===== src/rtl/lsu_mem_stage.sv =====
// lsu_mem_stage: memory-stage load/store unit for the rv32 five-stage pipeline.
// Takes the M-stage access (control, byte address, store data), runs one
// word-addressed valid/grant/rvalid bus transaction per access, and returns an
// aligned, extended load result. The pipeline is stalled while a transaction is
// in flight. Misaligned or illegal accesses are flagged and never reach the bus.
// A transaction stuck in REQ or RESP is aborted after TIMEOUT cycles.
//
// Ports
//   clk_i, rst_i                 clock, async active-high reset
//   lsu_valid_i/we_i/func3_i     M-stage request (held while lsu_stall_o=1)
//   lsu_addr_i, lsu_wdata_i      byte address, store data (low bits)
//   lsu_stall_o                  comb: freeze F/D/E/M
//   lsu_fault_o                  comb: misaligned or illegal func3
//   lsu_rdata_o                  reg: extended load result
//   lsu_err_o                    reg: one-cycle pulse on transaction timeout
//   bus_req_o/we_o/addr_o        reg: bus request, word address
//   bus_wstrb_o/wdata_o          reg: byte strobes, lane-replicated store data
//   bus_gnt_i, bus_rvalid_i      bus grant, load data valid
//   bus_rdata_i                  bus load word

// One byte lane of the store path: strobe and replicated write byte.
module lsu_mem_lane #(
  parameter int LANE = 0
) (
  input  logic [1:0]  size_i,   // func3[1:0]: 0=byte 1=half 2=word
  input  logic [1:0]  off_i,    // byte offset within the word
  input  logic [31:0] wdata_i,
  output logic        strb_o,
  output logic [7:0]  wbyte_o
);
  localparam logic [1:0] L = 2'(LANE);

  always_comb begin
    strb_o  = 1'b1;
    wbyte_o = wdata_i[8*LANE +: 8];
    case (size_i)
      2'd0: begin
        strb_o  = (off_i == L);
        wbyte_o = wdata_i[7:0];
      end
      2'd1: begin
        strb_o  = (off_i[1] == L[1]);
        wbyte_o = wdata_i[8*(LANE%2) +: 8];
      end
      default: ;
    endcase
  end
endmodule

module lsu_mem_stage #(
  parameter int unsigned TIMEOUT = 255
) (
  input  logic        clk_i,
  input  logic        rst_i,
  input  logic        lsu_valid_i,
  input  logic        lsu_we_i,
  input  logic [2:0]  lsu_func3_i,
  input  logic [31:0] lsu_addr_i,
  input  logic [31:0] lsu_wdata_i,
  output logic        lsu_stall_o,
  output logic [31:0] lsu_rdata_o,
  output logic        lsu_fault_o,
  output logic        lsu_err_o,
  output logic        bus_req_o,
  output logic        bus_we_o,
  output logic [31:0] bus_addr_o,
  output logic [3:0]  bus_wstrb_o,
  output logic [31:0] bus_wdata_o,
  input  logic        bus_gnt_i,
  input  logic        bus_rvalid_i,
  input  logic [31:0] bus_rdata_i
);
  localparam int NUM_LANES = 4;
  localparam int CW = (TIMEOUT > 0) ? $clog2(TIMEOUT + 1) : 1;

  typedef enum logic [1:0] {IDLE, REQ, RESP, DONE} state_e;

  state_e        state_q, state_d;
  logic [CW-1:0] cnt_q, cnt_d;
  logic          req_q, req_d;
  logic          we_q, we_d;
  logic [31:0]   addr_q, addr_d;
  logic [3:0]    wstrb_q, wstrb_d;
  logic [31:0]   wdata_q, wdata_d;
  logic [2:0]    func3_q, func3_d;
  logic [1:0]    off_q, off_d;
  logic [31:0]   rdata_q, rdata_d;
  logic          err_q, err_d;

  // ---------------- access check ----------------
  logic illegal, misal;
  always_comb begin
    illegal = 1'b0;
    misal   = 1'b0;
    case (lsu_func3_i)
      3'b000: ;
      3'b001: misal = lsu_addr_i[0];
      3'b010: misal = |lsu_addr_i[1:0];
      3'b100: illegal = lsu_we_i;          // unsigned variants are load-only
      3'b101: begin
        illegal = lsu_we_i;
        misal   = lsu_addr_i[0];
      end
      default: illegal = 1'b1;
    endcase
  end

  assign lsu_fault_o = lsu_valid_i & (illegal | misal);
  assign lsu_stall_o = lsu_valid_i & ~lsu_fault_o & (state_q != DONE);

  // ---------------- store lanes ----------------
  logic [NUM_LANES-1:0]      lane_strb;
  logic [NUM_LANES-1:0][7:0] lane_wdata;

  for (genvar i = 0; i < NUM_LANES; i++) begin : g_lane
    lsu_mem_lane #(.LANE(i)) u_lane (
      .size_i  (lsu_func3_i[1:0]),
      .off_i   (lsu_addr_i[1:0]),
      .wdata_i (lsu_wdata_i),
      .strb_o  (lane_strb[i]),
      .wbyte_o (lane_wdata[i])
    );
  end

  // ---------------- load extraction ----------------
  logic [7:0]  rbyte;
  logic [15:0] rhalf;
  logic [31:0] rext;
  always_comb begin
    rbyte = 8'(bus_rdata_i >> {off_q, 3'b000});
    rhalf = off_q[1] ? bus_rdata_i[31:16] : bus_rdata_i[15:0];
    case (func3_q[1:0])
      2'b00:   rext = {{24{~func3_q[2] & rbyte[7]}}, rbyte};
      2'b01:   rext = {{16{~func3_q[2] & rhalf[15]}}, rhalf};
      default: rext = bus_rdata_i;
    endcase
  end

  // Counter reached the last permitted wait cycle in REQ/RESP.
  logic to_hit;
  assign to_hit = (TIMEOUT != 0) && (cnt_q == CW'(TIMEOUT - 1));

  // ---------------- FSM ----------------
  always_comb begin
    state_d = state_q;
    cnt_d   = cnt_q;
    req_d   = req_q;
    we_d    = we_q;
    addr_d  = addr_q;
    wstrb_d = wstrb_q;
    wdata_d = wdata_q;
    func3_d = func3_q;
    off_d   = off_q;
    rdata_d = rdata_q;
    err_d   = 1'b0;
    case (state_q)
      IDLE: begin
        if (lsu_valid_i && !lsu_fault_o) begin
          state_d = REQ;
          cnt_d   = '0;
          req_d   = 1'b1;
          we_d    = lsu_we_i;
          addr_d  = {lsu_addr_i[31:2], 2'b00};
          wstrb_d = lsu_we_i ? lane_strb : 4'b0000;
          wdata_d = lsu_we_i ? lane_wdata : 32'h0;
          func3_d = lsu_func3_i;
          off_d   = lsu_addr_i[1:0];
        end
      end
      REQ: begin
        cnt_d = cnt_q + 1'b1;
        // A grant on the final wait cycle still wins over the timeout.
        if (bus_gnt_i) begin
          req_d   = 1'b0;
          cnt_d   = '0;
          state_d = we_q ? DONE : RESP;
        end else if (to_hit) begin
          req_d   = 1'b0;
          err_d   = 1'b1;
          state_d = DONE;
          if (!we_q) rdata_d = '0;
        end
      end
      RESP: begin
        cnt_d = cnt_q + 1'b1;
        if (bus_rvalid_i) begin
          rdata_d = rext;
          state_d = DONE;
        end else if (to_hit) begin
          rdata_d = '0;
          err_d   = 1'b1;
          state_d = DONE;
        end
      end
      DONE:    state_d = IDLE;
      default: state_d = IDLE;
    endcase
  end

  always_ff @(posedge clk_i or posedge rst_i) begin
    if (rst_i) begin
      state_q <= IDLE;
      cnt_q   <= '0;
      req_q   <= 1'b0;
      we_q    <= 1'b0;
      addr_q  <= '0;
      wstrb_q <= '0;
      wdata_q <= '0;
      func3_q <= '0;
      off_q   <= '0;
      rdata_q <= '0;
      err_q   <= 1'b0;
    end else begin
      state_q <= state_d;
      cnt_q   <= cnt_d;
      req_q   <= req_d;
      we_q    <= we_d;
      addr_q  <= addr_d;
      wstrb_q <= wstrb_d;
      wdata_q <= wdata_d;
      func3_q <= func3_d;
      off_q   <= off_d;
      rdata_q <= rdata_d;
      err_q   <= err_d;
    end
  end

  assign bus_req_o   = req_q;
  assign bus_we_o    = we_q;
  assign bus_addr_o  = addr_q;
  assign bus_wstrb_o = wstrb_q;
  assign bus_wdata_o = wdata_q;
  assign lsu_rdata_o = rdata_q;
  assign lsu_err_o   = err_q;
endmodule


===== config.mk =====
export PLATFORM = sky130hd
export DESIGN_NAME = lsu_mem_stage
export DESIGN_NICKNAME = d
export VERILOG_FILES = /design/src/rtl/lsu_mem_stage.sv
export SDC_FILE = /design/constraint.sdc
export NUM_CORES = 1
export LEC_CHECK = 0
export CAP_MARGIN = 20
export CORE_ASPECT_RATIO = 2
export CORE_MARGIN = 4
export CORE_UTILIZATION = 45
export DETAILED_ROUTE_END_ITERATION = 10
export PLACE_DENSITY_LB_ADDON = 0.1
export SYNTH_ARGS = -nofsm -noshare
export SYNTH_HDL_FRONTEND = slang
export SYNTH_SLANG_ARGS = --single-unit

===== constraint.sdc =====
create_clock -name clk_i -period 4.5 [get_ports clk_i]
set_clock_uncertainty 0.2 [all_clocks]
set_input_delay 0.9 -clock clk_i [delete_from_list [all_inputs] [get_ports clk_i]]
set_output_delay 0.9 -clock clk_i [all_outputs]
set_load 0.05 [all_outputs]

==> results of run 1 <==
cell type report:
cell class,count,area [um^2]
well taps,150,188
multi-input cells,376,2710
inverters,11,43.8
repair buffers,214,2170
clock buffers,23,478
fillers,1001,3990
flip-flops and latches,116,2900
diodes,1,2.50
clock inverters,9,150
power by group through the flow:
stage / sequential [mW] / clock, mW / combinational (mW)
global route: 1.88 / 1.51 / 3.91
floorplan: 3.23 / 0 / 1.03
finish: 1.82 / 1.44 / 3.72
detailed placement: 1.83 / 0 / 3.74
CTS: 1.82 / 1.46 / 3.75
global placement: 1.81 / 0 / 3.68
metal layers:
metal  global-route usage  wire length, um  vias to the layer above
met2                0.435             9670                      172
met5                    0                0                        -
met4                0.106              635                        0
met3               0.0658             1130                       31
met1                0.246             5900                     2351
li1                     -                -                     2326
how the worst min path moves through the flow:
| stage | start | endpoint | slack, ps | depth (start not counted) |
|---|---|---|---|---|
| 2_1_floorplan | cnt_q[7] | cnt_q[7] | 300 | 1 |
| 3_3_place_gp | bus_wdata_o[1] | bus_wdata_o[1] | 260 | 2 |
| 3_5_place_dp | lsu_rdata_o[18] | lsu_rdata_o[18] | 270 | 1 |
| 4_1_cts | bus_wdata_o[4] | bus_wdata_o[4] | 290 | 2 |
| 5_1_grt | bus_wdata_o[25] | bus_wdata_o[25] | 300 | 2 |
| 6_report | bus_wdata_o[6] | bus_wdata_o[6] | 280 | 2 |
worst register-to-register path: stages (launching register included):
cell	delay (ps)
dfrtp_1	580
nand2b_1	610
mux4_2	580
mux2_2	310
a22o_1	200
cells by family (layout without fill, tap and decap cells):
| group | after synthesis | after routing | share of synthesized area |
|---|---|---|---|
| buffers and inverters | 46 | 257 | 0.0353 |
| AND/OR/NAND/NOR | 148 | 148 | 0.113 |
| AO/OA/AOI/OAI | 131 | 131 | 0.154 |
| adder cells (fa/ha/maj) | 8 | 8 | 0.0172 |
| flip-flops | 116 | 116 | 0.500 |
| other | 1 | 3 | 0.000646 |
| multiplexers | 87 | 87 | 0.180 |
synthesized netlist by cell type, drive strengths merged, types with 4 or more instances:
master / number / area [um^2]
a21oi: 4 / 20.0
a22o: 12 / 105
and3: 10 / 62.6
buf: 11 / 73.8
clkbuf: 24 / 90.1
dfrtp: 116 / 2900
ha: 8 / 100
inv: 10 / 37.5
mux2: 68 / 766
mux2i: 12 / 120
mux4: 7 / 158
nand2: 85 / 319
nor2: 25 / 93.8
nor2b: 7 / 43.8
nor3: 6 / 30.0
o21ai: 67 / 335
o2bb2ai: 25 / 219
through the flow:
stage / std cells / area (um^2) / power (mW)
floorplan: 538 / 5810 / 4.26
global placement: 867 / 8010 / 5.49
detailed placement: 867 / 8010 / 5.57
CTS: 899 / 8640 / 7.04
global route: 900 / 8640 / 7.30
finish: 900 / 8640 / 6.97
registers in the layout (all words and copies together), names as in the netlist:
signal       count
bus_wstrb_o      4
state_q          2
lsu_rdata_o     32
bus_wdata_o     32
off_q            2
bus_req_o        1
bus_we_o         1
bus_addr_o      30
cnt_q            8
func3_q          3
lsu_err_o        1
==> flow_summary.json, run 1 <==
{
  "status": "finished clean",
  "core_area_mm2": 0.0126,
  "synth_warnings": 0,
  "startpoint_type": "input pin",
  "p_leak_nw": 3.68,
  "synthArstFlopShare": 1.00,
  "fin_hold_ws_ps": 280,
  "path_delay_family": "buffers and inverters",
  "tightest_slew_ps": 1000,
  "utilization": 0.684,
  "io_pins": 210,
  "cp-endpoint": "lsu_stall_o",
  "relSlewSlack": 0.331,
  "cts.sinks": 116,
  "finalMaxSlewViolations": 0,
  "setup_tns_ps": 0,
  "postRouteAntennaNets": 0,
  "gr-total-overflow": 0,
  "clkLatencyLatePin_ps": 400,
  "end_kind": "output port",
  "r2r_setup_slack_ps": 1910,
  "drt-pass1-iter-count": 4,
  "ys_seq_area_frac": 0.500,
  "die-area_mm2": 0.0149,
  "cts_root_buf": "clkbuf_16",
  "post_cts_buffers": 0,
  "critPathArrivalTime_ps": 2660,
  "cts_hold_buf": 0,
  "crit_buf_inv": 2,
  "place.gp.congestion": 0.933,
  "fin_crit_ps": 3760,
  "finalHoldViolations": 0,
  "comb_power_share": 0.533,
  "reg2reg_to": "lsu_rdata_o[6]",
  "synth_edf_count": 0,
  "drive_gt1_frac": 0.162,
  "vias": 4880,
  "synth_area_mm2": 0.00581,
  "synthCells": 537,
  "hp-class": "reg2reg",
  "cp.depth": 4,
  "wl_um": 17300,
  "ys.flop_type": "dfrtp_1",
  "post_cts_resized": 0,
  "switching_share": 0.449,
  "critPathLaunch": "lsu_addr_i[1]",
  "rr_worst_depth": 4,
  "hpwlAfterDp_um": 13100,
  "wl_per_cell_um": 19.3,
  "via_per_inst": 5.42,
  "layout_common_cells": "205 x clkdlybuf4s50_1, 116 x dfrtp_1, 85 x nand2_1, 68 x mux2_2, 60 x o21ai_0",
  "die_x_um": 88.3,
  "track_usage": 0.239,
  "path_cells": "clkdlybuf4s50_1 > or4_4 > a211oi_1 > buf_12",
  "cts_inserted_buffers": 17,
  "setup_viol": 0,
  "power.internal_mw": 3.85,
  "power_frac_seq": 0.261,
  "r2r_start": "func3_q[0]",
  "io_buffer_count": 207,
  "grt_start_max_net_pins": 105,
  "cts_tree": "built",
  "synth_area_per_cell_um2": 10.8,
  "max_stage_delay_ps": 610,
  "nets": 849,
  "ys_ff_latch": 116,
  "maxCapViolCount": 0,
  "worst_ir_drop_vdd_uv": 527,
  "grt_pass1_vias": 5204,
  "post-route-period-util": 0.837,
  "power.density_mw_per_mm2": 807,
  "p_sw_mw": 3.13,
  "clkTransAtPathRegs_ps": 50,
  "die_h_um": 169,
  "final_common_cell": "clkdlybuf4s50_1",
  "cp_max_fo": 7,
  "max_freq_mhz": 266,
  "slowest_stage": "or4_4",
  "drcViolationCount": 0,
  "cts_buffer_depth": 2,
  "dp_worst_setup_slack_ps": 754,
  "dr.first_iter.drc_count": 173,
  "htreeDepth": 4,
  "antenna_found_initial": 1,
  "rsz0062_at_grt": "no",
  "synth_cell_types": 46,
  "rows": 58,
  "critPathKind": "in2out",
  "initial_utilization": 0.460,
  "pwr-share-clk": 0.206,
  "fin_ws_ps": 735,
  "grt_pass1_wl_um": 27200,
  "worstPathRequired_ps": 3400,
  "areaGrowthSynthToFinish_pct": 48.8
}
Note: power is estimated with default switching activity, not from simulation.
==> run 2, diff against run 1 <==
--- a/config.mk
+++ b/config.mk
@@ -8,7 +8,7 @@
 export CAP_MARGIN = 20
 export CORE_ASPECT_RATIO = 2
 export CORE_MARGIN = 4
-export CORE_UTILIZATION = 45
+export CORE_UTILIZATION = 41
 export DETAILED_ROUTE_END_ITERATION = 10
 export PLACE_DENSITY_LB_ADDON = 0.1
 export SYNTH_ARGS = -nofsm -noshare
==> constraint.sdc (replaced) <==
create_clock -name clk_i -period 3 [get_ports clk_i]
set_clock_uncertainty 0.2 [all_clocks]
set_input_delay 0.6 -clock clk_i [delete_from_list [all_inputs] [get_ports clk_i]]
set_output_delay 0.6 -clock clk_i [all_outputs]
set_load 0.05 [all_outputs]
==> run 2 against run 1 <==
  * Combinational power rose by 53%
  * Sequential share of layout area fell by 0.47 points
  * First-iteration DRC count fell by 18%
  * Wire length rose by 2.2%
  * Via count rose by 0.29%
  * Non-clock buffer count rose by 14
  * Global-route usage fell by 2.0 points
  * Sequential power rose by 46%
  * Final cell count rose by 5.8%
  * Count of clock-buffer cells in the layout fell by 5
  * Critical path type unchanged
  * Register-to-register slack got worse by 1300 ps
==> flow_summary.json, run 2 (synthesis results as in run 1) <==
{
  "status": "finished clean",
  "gr-total-overflow": 0,
  "fin_ws_ps": 73.9,
  "layout_common_cells": "205 x clkdlybuf4s50_1, 116 x dfrtp_1, 85 x nand2_1, 68 x mux2_2, 60 x o21ai_0",
  "nets": 863,
  "routed-wl-met2_um": 10300,
  "grt_pass1_vias": 5277,
  "fin_crit_ps": 2930,
  "tightest_slew_ps": 702,
  "cts_inserted_buffers": 17,
  "cts.sinks": 116,
  "wl_um": 17700,
  "rsz0062_at_grt": "no",
  "areaGrowthSynthToFinish_pct": 50.9,
  "worst_ir_drop_vdd_uv": 725,
  "post_cts_buffers": 0,
  "max_freq_mhz": 342,
  "io_pins": 210,
  "cp_max_fo": 14,
  "htreeDepth": 4,
  "hpwlAfterDp_um": 13600,
  "p_leak_nw": 3.72,
  "drive_gt1_frac": 0.182,
  "clkLatencyLatePin_ps": 400,
  "wl_per_cell_um": 18.6,
  "top_layer_used": "met4",
  "cts_root_buf": "clkbuf_16",
  "cts_tree": "built",
  "finalMaxSlewViolations": 0,
  "finalHoldViolations": 0,
  "power.density_mw_per_mm2": 1170,
  "maxCapViolCount": 0,
  "rows": 61,
  "setup_viol": 0,
  "antenna_found_initial": 0,
  "wl_met1_um": 6180,
  "core_area_mm2": 0.0139,
  "critPathKind": "in2out",
  "place.gp.congestion": 0.881,
  "io_buffer_count": 207,
  "drcViolationCount": 0,
  "vias": 4894,
  "die_x_um": 92.1,
  "die-area_mm2": 0.0162,
  "cts_buffer_depth": 2,
  "dp_worst_setup_slack_ps": 15.8,
  "worstPathRequired_ps": 2200,
  "via_per_inst": 5.14,
  "clkTransAtPathRegs_ps": 50,
  "grt_start_max_net_pins": 63,
  "utilization": 0.631,
  "grt_pass1_wl_um": 27900,
  "end_kind": "output port",
  "die_h_um": 176,
  "met3WireLength_um": 797,
  "critPathArrivalTime_ps": 2130,
  "startpoint_type": "input pin",
  "setup_tns_ps": 0,
  "post_cts_resized": 0,
  "multi_input_area_mm2": 0.00271,
  "cts_hold_buf": 0,
  "track_usage": 0.219,
  "antenna_cells": 0,
  "post-route-period-util": 0.975,
  "initial_utilization": 0.418,
  "hp-class": "reg2reg",
  "n_fill_cell": 1163,
  "regArea_mm2": 0.00290,
  "dr.first_iter.drc_count": 142,
  "relSlewSlack": 0.532,
  "postRouteAntennaNets": 0,
  "final_common_cell": "clkdlybuf4s50_1",
  "drt-pass1-iter-count": 7
}
## run 2: changes by cell type in the layout (fill, tap and decap cells not counted), sizes merged
cell	before	now
buf	9	23
inv	10	16
clkbuf	23	18
bufinv	4	0
clkinv	4	6
clkinvlp	2	3
diode	1	0
## run 2: critical path, cell delays in order
cell and delay (ps):
clkdlybuf4s50_1 450, buf_4 220, nor4_1 500, nor3_1 160, buf_12 190
## run 2: final cells by class
cell class,instances,area share
repair buffers,228,0.264
well taps,189,0.0270
clock buffers,18,0.0501
flip-flops and latches,116,0.331
multi-input cells,376,0.309
inverters,11,0.00514
clock inverters,14,0.0133
## run 2: power breakdown
part	leakage, nW	switching, mW	internal, mW	total [mW]
sequential	1.47	0.410	2.25	2.66
combinational	1.98	3.59	2.11	5.70
clock	0.269	0.777	1.10	1.88
## run 2: through the flow
stage / cells / hold slack, ps / total power [mW] / instance area (um^2)
after floorplan: 538 / 297 / 6.39 / 5820
after global placement: 920 / 260 / 8.32 / 8210
after detailed placement: 920 / 268 / 8.42 / 8210
after CTS: 952 / 281 / 10.4 / 8760
after global routing: 952 / 295 / 10.7 / 8760
final: 952 / 276 / 10.2 / 8760
## run 2: worst paths after layout
path	startpoint	end	slack (ps)	cells after the start
min in group asynchronous	rst_i	lsu_rdata_o[5]	460	2
max in group asynchronous	rst_i	cnt_q[1]	1520	3
min reg2reg	bus_wdata_o[4]	bus_wdata_o[4]	280	2
max	lsu_func3_i[0]	lsu_fault_o	70	5
max reg2reg	off_q[0]	lsu_rdata_o[5]	660	4
min	bus_wdata_o[4]	bus_wdata_o[4]	280	2
## run 2: layer usage
layer,track usage,up-vias
met1,0.218,2357
met3,0.0520,25
met4,0.0763,0
li1,-,2351
met5,0,-
met2,0.432,161
